**src/rtl/rv32im_pkg.sv**
```systemverilog
// rv32im shared definitions: bus arbiter state encoding and Wishbone widths.
package rv32im_pkg;

  typedef enum logic [0:0] {
    ARB_IDLE  = 1'b0,
    ARB_OWNED = 1'b1
  } arb_state_e;

  localparam int WB_SEL_W = 4;

  function automatic int idx_w(input int n);
    return (n > 1) ? $clog2(n) : 1;
  endfunction

endpackage

```
**src/rtl/rv32im_rr_picker.sv**
```systemverilog
// Combinational round-robin selector: first requester above last,
// wrapping modulo N.
module rv32im_rr_picker
  import rv32im_pkg::*;
#(
  parameter int N  = 2,
  parameter int IW = idx_w(N)
) (
  input  logic [N-1:0]  req,
  input  logic [IW-1:0] last,
  output logic          valid,
  output logic [IW-1:0] idx
);

  // Scan from farthest to nearest so the nearest match wins.
  always_comb begin
    valid = 1'b0;
    idx   = '0;
    for (int i = N; i >= 1; i--) begin
      logic [IW-1:0] ci;
      ci = IW'((int'(last) + i) % N);
      if (req[ci]) begin
        valid = 1'b1;
        idx   = ci;
      end
    end
  end

endmodule

```
**src/rtl/rv32im_bus_arbiter.sv**
```systemverilog
// Round-robin Wishbone arbiter for rv32im masters sharing one slave.
// Optional strobe timeout: define RV32IM_ARBITER_TIMEOUT_EN.
module rv32im_bus_arbiter
  import rv32im_pkg::*;
#(
  parameter int NUM_MASTERS    = 2,
  parameter int XLEN           = 32,
  parameter int TIMEOUT_CYCLES = 255
) (
  input  logic                           clk_i,
  input  logic                           reset_i,
  input  logic [NUM_MASTERS-1:0]         req_i,
  output logic [NUM_MASTERS-1:0]         grant_o,
  input  logic [NUM_MASTERS*(XLEN-2)-1:0] m_adr_i,
  input  logic [NUM_MASTERS*XLEN-1:0]    m_dat_i,
  input  logic [NUM_MASTERS*WB_SEL_W-1:0] m_sel_i,
  input  logic [NUM_MASTERS-1:0]         m_we_i,
  input  logic [NUM_MASTERS-1:0]         m_stb_i,
  output logic [XLEN-1:0]                m_dat_o,
  output logic [NUM_MASTERS-1:0]         m_ack_o,
  output logic [NUM_MASTERS-1:0]         m_err_o,
  output logic [XLEN-3:0]                adr_o,
  output logic [XLEN-1:0]                dat_o,
  output logic [WB_SEL_W-1:0]            sel_o,
  output logic                           we_o,
  output logic                           stb_o,
  output logic                           cyc_o,
  input  logic [XLEN-1:0]                dat_i,
  input  logic                           ack_i,
  input  logic                           err_i
);

  localparam int AW = XLEN - 2;
  localparam int SW = WB_SEL_W;
  localparam int IW = idx_w(NUM_MASTERS);

  arb_state_e             state_q, state_d;
  logic [IW-1:0]          owner_q, owner_d;
  logic [IW-1:0]          last_q, last_d;
  logic [NUM_MASTERS-1:0] grant_d;
  logic [IW-1:0]          pick_idx;
  logic                   pick_vld;
  logic                   own;
  logic                   tmo;

  rv32im_rr_picker #(
    .N  (NUM_MASTERS),
    .IW (IW)
  ) u_picker (
    .req   (req_i),
    .last  (last_q),
    .valid (pick_vld),
    .idx   (pick_idx)
  );

  always_ff @(posedge clk_i) begin
    if (reset_i) begin
      state_q <= ARB_IDLE;
      owner_q <= '0;
      last_q  <= IW'(NUM_MASTERS - 1);
      grant_o <= '0;
    end else begin
      state_q <= state_d;
      owner_q <= owner_d;
      last_q  <= last_d;
      grant_o <= grant_d;
    end
  end

  always_comb begin
    state_d = state_q;
    owner_d = owner_q;
    last_d  = last_q;
    grant_d = grant_o;
    unique case (state_q)
      ARB_IDLE: begin
        if (pick_vld) begin
          state_d           = ARB_OWNED;
          owner_d           = pick_idx;
          grant_d           = '0;
          grant_d[pick_idx] = 1'b1;
        end
      end
      ARB_OWNED: begin
        if (!req_i[owner_q]) begin
          state_d = ARB_IDLE;
          grant_d = '0;
          last_d  = owner_q;
        end
      end
      default: state_d = ARB_IDLE;
    endcase
  end

  assign own = (state_q == ARB_OWNED);

`ifdef RV32IM_ARBITER_TIMEOUT_EN
  localparam int CW = $clog2(TIMEOUT_CYCLES + 1);

  logic [CW-1:0] cnt_q;

  assign tmo = own && (cnt_q == CW'(TIMEOUT_CYCLES));

  // Counts stalled strobe cycles; any response or owner change restarts it.
  always_ff @(posedge clk_i) begin
    if (reset_i || ack_i || err_i || tmo || (state_q != state_d)) begin
      cnt_q <= '0;
    end else if (stb_o) begin
      cnt_q <= cnt_q + CW'(1);
    end
  end
`else
  assign tmo = 1'b0;
`endif

  always_comb begin
    adr_o   = '0;
    dat_o   = '0;
    sel_o   = '0;
    we_o    = 1'b0;
    stb_o   = 1'b0;
    m_ack_o = '0;
    m_err_o = '0;
    if (own) begin
      adr_o            = m_adr_i[int'(owner_q)*AW +: AW];
      dat_o            = m_dat_i[int'(owner_q)*XLEN +: XLEN];
      sel_o            = m_sel_i[int'(owner_q)*SW +: SW];
      we_o             = m_we_i[owner_q];
      stb_o            = m_stb_i[owner_q] & grant_o[owner_q];
      m_ack_o[owner_q] = ack_i;
      m_err_o[owner_q] = err_i | tmo;
    end
  end

  assign cyc_o   = stb_o;
  assign m_dat_o = dat_i;

endmodule

```
**config.mk**
```make
export PLATFORM = sky130hd
export DESIGN_NAME = rv32im_bus_arbiter
export DESIGN_NICKNAME = d
export VERILOG_FILES = /design/src/rtl/rv32im_pkg.sv /design/src/rtl/rv32im_rr_picker.sv /design/src/rtl/rv32im_bus_arbiter.sv
export SDC_FILE = /design/constraint.sdc
export NUM_CORES = 1
export LEC_CHECK = 0
export BUFFER_PORTS_ARGS = -buffer_cell sky130_fd_sc_hd__buf_2
export CORE_AREA = 4 4 108 110
export CTS_CLUSTER_DIAMETER = 30
export DETAILED_ROUTE_END_ITERATION = 16
export DIE_AREA = 0 0 112 114
export GPL_TIMING_DRIVEN = 0
export HOLD_SLACK_MARGIN = 0.1
export PLACE_DENSITY = 0.59
export SYNTH_ARGS = -nofsm -noshare
export SYNTH_HDL_FRONTEND = slang
export SYNTH_HIERARCHICAL = 1
export SYNTH_SLANG_ARGS = --single-unit
```
**constraint.sdc**
```tcl
create_clock -name clk_i -period 1.2 [get_ports clk_i]
set_input_delay 0.18 -clock clk_i [delete_from_list [all_inputs] [get_ports clk_i]]
set_output_delay 0.18 -clock clk_i [all_outputs]
set_load 0.01 [all_outputs]
```
* After elaboration in Yosys (flattened, before gate mapping) *
Cells that the tools add are included.

word-level totals
  bits in registers = 5

cells by class
  add/sub/neg operators = 2
  multiply operators = 1
  magnitude comparators = 6
  eq/ne operators = 2
  shift operators = 3
  muxes and demuxes = 33
  bitwise operators = 5
  reduce and logical (&&, ||, !) cells = 5

operators by type and width
  kind                 number
  $shiftx 64x7->32     1
  $shiftx 60x7->30     1
  $mux 32              1
  $mux 30              1
  $mux 1               22
  $lt 1x2->1 const B   4
  $mux 2               4
  $shiftx 8x4->4       1
  $reduce_and 2->1     3
  $mul 1x4->5 const B  1
  $and 2x2->2          2
  $mux 4               1
  $ne 2x2->1 const B   2
  $pmux 2 s2           1
  $add 1x1->1 const B  2
  $demux 1 s1          2
  $ge 1x1->1 const B   2
  $logic_and 1x1->1    2
  $not 1->1            2
  $pmux 1 s2           1
  $and 1x1->1          1

* Longest topological paths before layout *
  word-level depth = 11
  gate-level depth with buffers = 5

* Hierarchy *
The synthesis kept the hierarchy.

by module, submodules not included
  module              times used  cells an instance  area each (µm²)  sequential area each (µm²)
  rv32im_bus_arbiter  1           215                1567.8           100.1
  rv32im_rr_picker    1           2                  13.8             0.0

* Worst setup path before layout *
OpenSTA, ideal clock, no wires.

  path type = register to output
  start point = register owner_q
  end point = output port stb_o
  data arrival time = 1.163 ns
  data required time = 1.020 ns
  path slack = -0.143 ns
  stages on the path, launching flop included = 6
  cell sequence = dfxtp_1 buf_4 buf_6 nand3b_1 a21oi_1 buf_4

on the way
  cells in the longest elaborated chain, start to end = 4
  elaborated cells on any way between the ends = 6

ends and longest elaborated chain
  what                                       RTL line                   RTL
  start, declared                            rv32im_bus_arbiter.sv:38   logic [IW-1:0] owner_q, owner_d;
  start signal, assigned                     rv32im_bus_arbiter.sv:64   owner_q <= owner_d;
  $mux 1 (not written as such) (2 in a row)  rv32im_bus_arbiter.sv:129  stb_o = m_stb_i[owner_q] & grant_o[owner_q];
  $and 1x1->1 *                              rv32im_bus_arbiter.sv:129
  $mux 1 *                                   rv32im_bus_arbiter.sv:124  if (own) begin
  end, declared                              rv32im_bus_arbiter.sv:26   output logic stb_o,

Mark *: on every way between the ends. The rest lies on a longest branch, timed or not. The select of a mux whose other input is x is not followed.

* Worst setup path in the final report *
  start point = register owner_q
  end point = output port adr_o[17]

on the way
  cells in the longest elaborated chain, start to end = 3

ends and longest elaborated chain
  what              RTL line                   RTL
  $mul 1x4->5       rv32im_bus_arbiter.sv:125  adr_o = m_adr_i[int'(owner_q)*AW +: AW];
  $shiftx 60x7->30  rv32im_bus_arbiter.sv:125
  $mux 30           rv32im_bus_arbiter.sv:124
  end, declared     rv32im_bus_arbiter.sv:22   output logic [XLEN-3:0] adr_o,

No other way between the ends.

==> metrics.txt <==
status=finished, violations left; failing checks=setup timing; Max VDD drop=0.489 mV; Place WS=-0.339 ns; Distinct cells, synth=26; Post-Synthesis Cells=217; FP Rows=38; initial antenna violation count=0; Static Leakage=1.90 nW; CP most frequent cell=buf_12; Initial Util=0.148; crit end category=output pin; Root Buffer Master=clkbuf_8; placed insts=605; Synth async-reset ratio=0; CP Max Fanout=7; Port Buffers=248; mapped cell area=0.00158 mm^2; Avg Cell Area, Syn=7.29 um^2; WL/cell=13.3 um; Hold-fix buffers, CTS=0; grt ovf=0; largest cells by area after synthesis=mux2i_1, buf_4, nor2_1; Horiz. Die Dim=112 um; CORE AREA=0.0107 mm^2; CTS sink count=5; Final Max Slew Viols=0; syn nets=391; Post-Layout Cell Count=625; die height=114 um; Die ar.=0.0128 mm^2; global-route wire length before repair=12200 um; gr usage total=0.115; Max Freq=662 MHz; number of I/O pins=281; remaining antenna violation count=0; Clock Latency Late Sink=0.22 ns; largest net degree at the start of global routing=11; vias post-DR=2448; area share of the largest cell type after synthesis=0.437; Num CTS Buffers=3; H-tree Lvls=1; vias in the first global route=2574; Power Density=584 mW/mm^2; CP arrival=1.33 ns; first-pass iteration count of the detailed router=4; hpwl dp=7060 um; Synth Flop Type=dfxtp_1; Antenna Cells=0; final hold viol count=0; GPL Wtd Cong=0.872; post-synthesis sequential area ratio=0.0633; Slowest cell on crit path=dfxtp_4; Synth warnings=6; CTS tree=built; Overall Power=2.05 mW; area added between synthesis and finish=122%; vias per cell=3.92; Max-Cap Viols=0; clock period minus worst slack=1.51 ns; layout cell share with drive strength beyond 1=0.691; area leader, netlist=mux2i_1; Slew @ Worst Pin=0.217 ns; drt drc=0; FILL cells=1112; Multi-input gate area=0.00119 mm^2; crit path cell chain=buf_12, buf_12, mux2i_4, nor2_1, buf_2; sequential cell area=105 um^2; post-route setup slack=-0.311 ns; critical path class=reg2out; # setup viols final=73; worst stage delay on the critical path=0.36 ns; Yosys reg bits=5; Post-synth EDFFs=0; Critical R2R Launch=owner_q$_SDFFE_PP0P_; maximum clock path buffer count=2; Hold/Removal Path Class=in2reg; Total Wirelength=8330 um; initial drt markers=55; CTS clk-pin slew, worst paths=0.03 ns; Hold Crit Start=reset_i; skew final=0.00470 ns; Startpoint Class=register; Nets=660; RSZ-0062 raised after global routing=true; Slew headroom=0.855; fin crit share=1.26; worst path required time=1.02 ns; Worst Setup SP=owner_q$_SDFFE_PP0P_
-- through the flow --
step                 util  TNS [ns]  hold slack, ns  cell area, um^2
CTS                 0.328    -23.60           0.210             3510
floorplan               -   -0.0340           0.252             1590
global placement    0.281    -11.84           0.438             3010
detailed placement  0.281    -12.80           0.444             3010
global route        0.328    -22.98           0.223             3510
finish              0.328    -17.60           0.212             3510
-- repair_timing --
item                                    in CTS  in global routing
gates cloned                                 4                  0
gates resized for setup                     56                 11
pin swaps                                    8                  7
buffers inserted                            16                  0
endpoints found under the setup margin      73                 75
-- synthesized netlist by cell type, types with 2 or more instances --
cell / n
nor2_1: 71
mux2i_1: 69
buf_4: 36
clkbuf_1: 5
dfxtp_1: 5
buf_8: 4
buf_2: 3
nand2_1: 3
a21oi_1: 2
and3_1: 2
buf_6: 2
-- worst max-delay path, delay by kind of cell (launching register included) --
family	cells	cell delay (ns)
AND/OR/NAND/NOR	1	0.06
multiplexers	1	0.25
flip-flops	1	0.36
buffers and inverters	3	0.44
-- routing by layer --
| metal | GRT usage | vias to the layer above | wire length [um] |
|---|---|---|---|
| met5 | 0 | - | 0 |
| met4 | 0.0168 | 0 | 53 |
| met3 | 0.0302 | 4 | 937 |
| met2 | 0.227 | 166 | 4330 |
| met1 | 0.126 | 1053 | 3000 |
| li1 | - | 1225 | - |
-- worst paths after layout --
| path | endpoint | slack [ns] | cells past startpoint |
|---|---|---|---|
| setup / recovery | adr_o[17] | -0.31 | 5 |
| hold / removal | owner_q$_SDFFE_PP0P_ | 0.21 | 2 |
| setup reg to reg | grant_o[1]$_SDFFE_PP0P_ | 0.01 | 5 |
| hold reg to reg | grant_o[0]$_SDFFE_PP0P_ | 0.49 | 1 |
-- logic make-up (layout without fill, tap and decap cells) --
family | after synthesis | count (layout) | share of synthesized area
and+or+nand+nor | 83 | 83 | 0.214
muxes | 69 | 69 | 0.437
buffers and inverters | 51 | 319 | 0.247
AOI/OAI and AO/OA | 9 | 9 | 0.0388
DFF | 5 | 5 | 0.0633
-- registers in the layout, summed over array words and instances (netlist names) --
register and count:
grant_o 2, last_q 1, own 1, owner_q 1
-- power breakdown --
part,internal (mW),switching [mW]
combinational,0.841,0.690
clock,0.229,0.0881
sequential,0.183,0.0173
-- layout make-up --
cell class,count,share of cell area
buffer,48,0.131
clock buffer,4,0.0128
inverter,1,0.00321
multi-input combinational,161,0.340
sequential,5,0.0300
tap,140,0.0499
timing repair buffer,266,0.432
-- cells in the final DEF (no fill, tap or decap), types with 2 or more instances in the layout --
| cell | netlist | routed |
|---|---|---|
| clkbuf_8 | 0 | 3 |
| mux2i_2 | 0 | 3 |
| buf_16 | 0 | 3 |
| nor2_4 | 0 | 2 |
| mux2i_1 | 69 | 61 |
| nor2_1 | 71 | 69 |
| nand2_1 | 3 | 3 |
| mux2i_4 | 0 | 5 |
| buf_6 | 2 | 10 |
| buf_2 | 3 | 244 |
| buf_4 | 36 | 39 |
| dfxtp_1 | 5 | 3 |
| buf_8 | 4 | 4 |
| buf_12 | 0 | 9 |
| clkbuf_2 | 0 | 4 |
No activity file was read; power rests on OpenSTA's default activity.
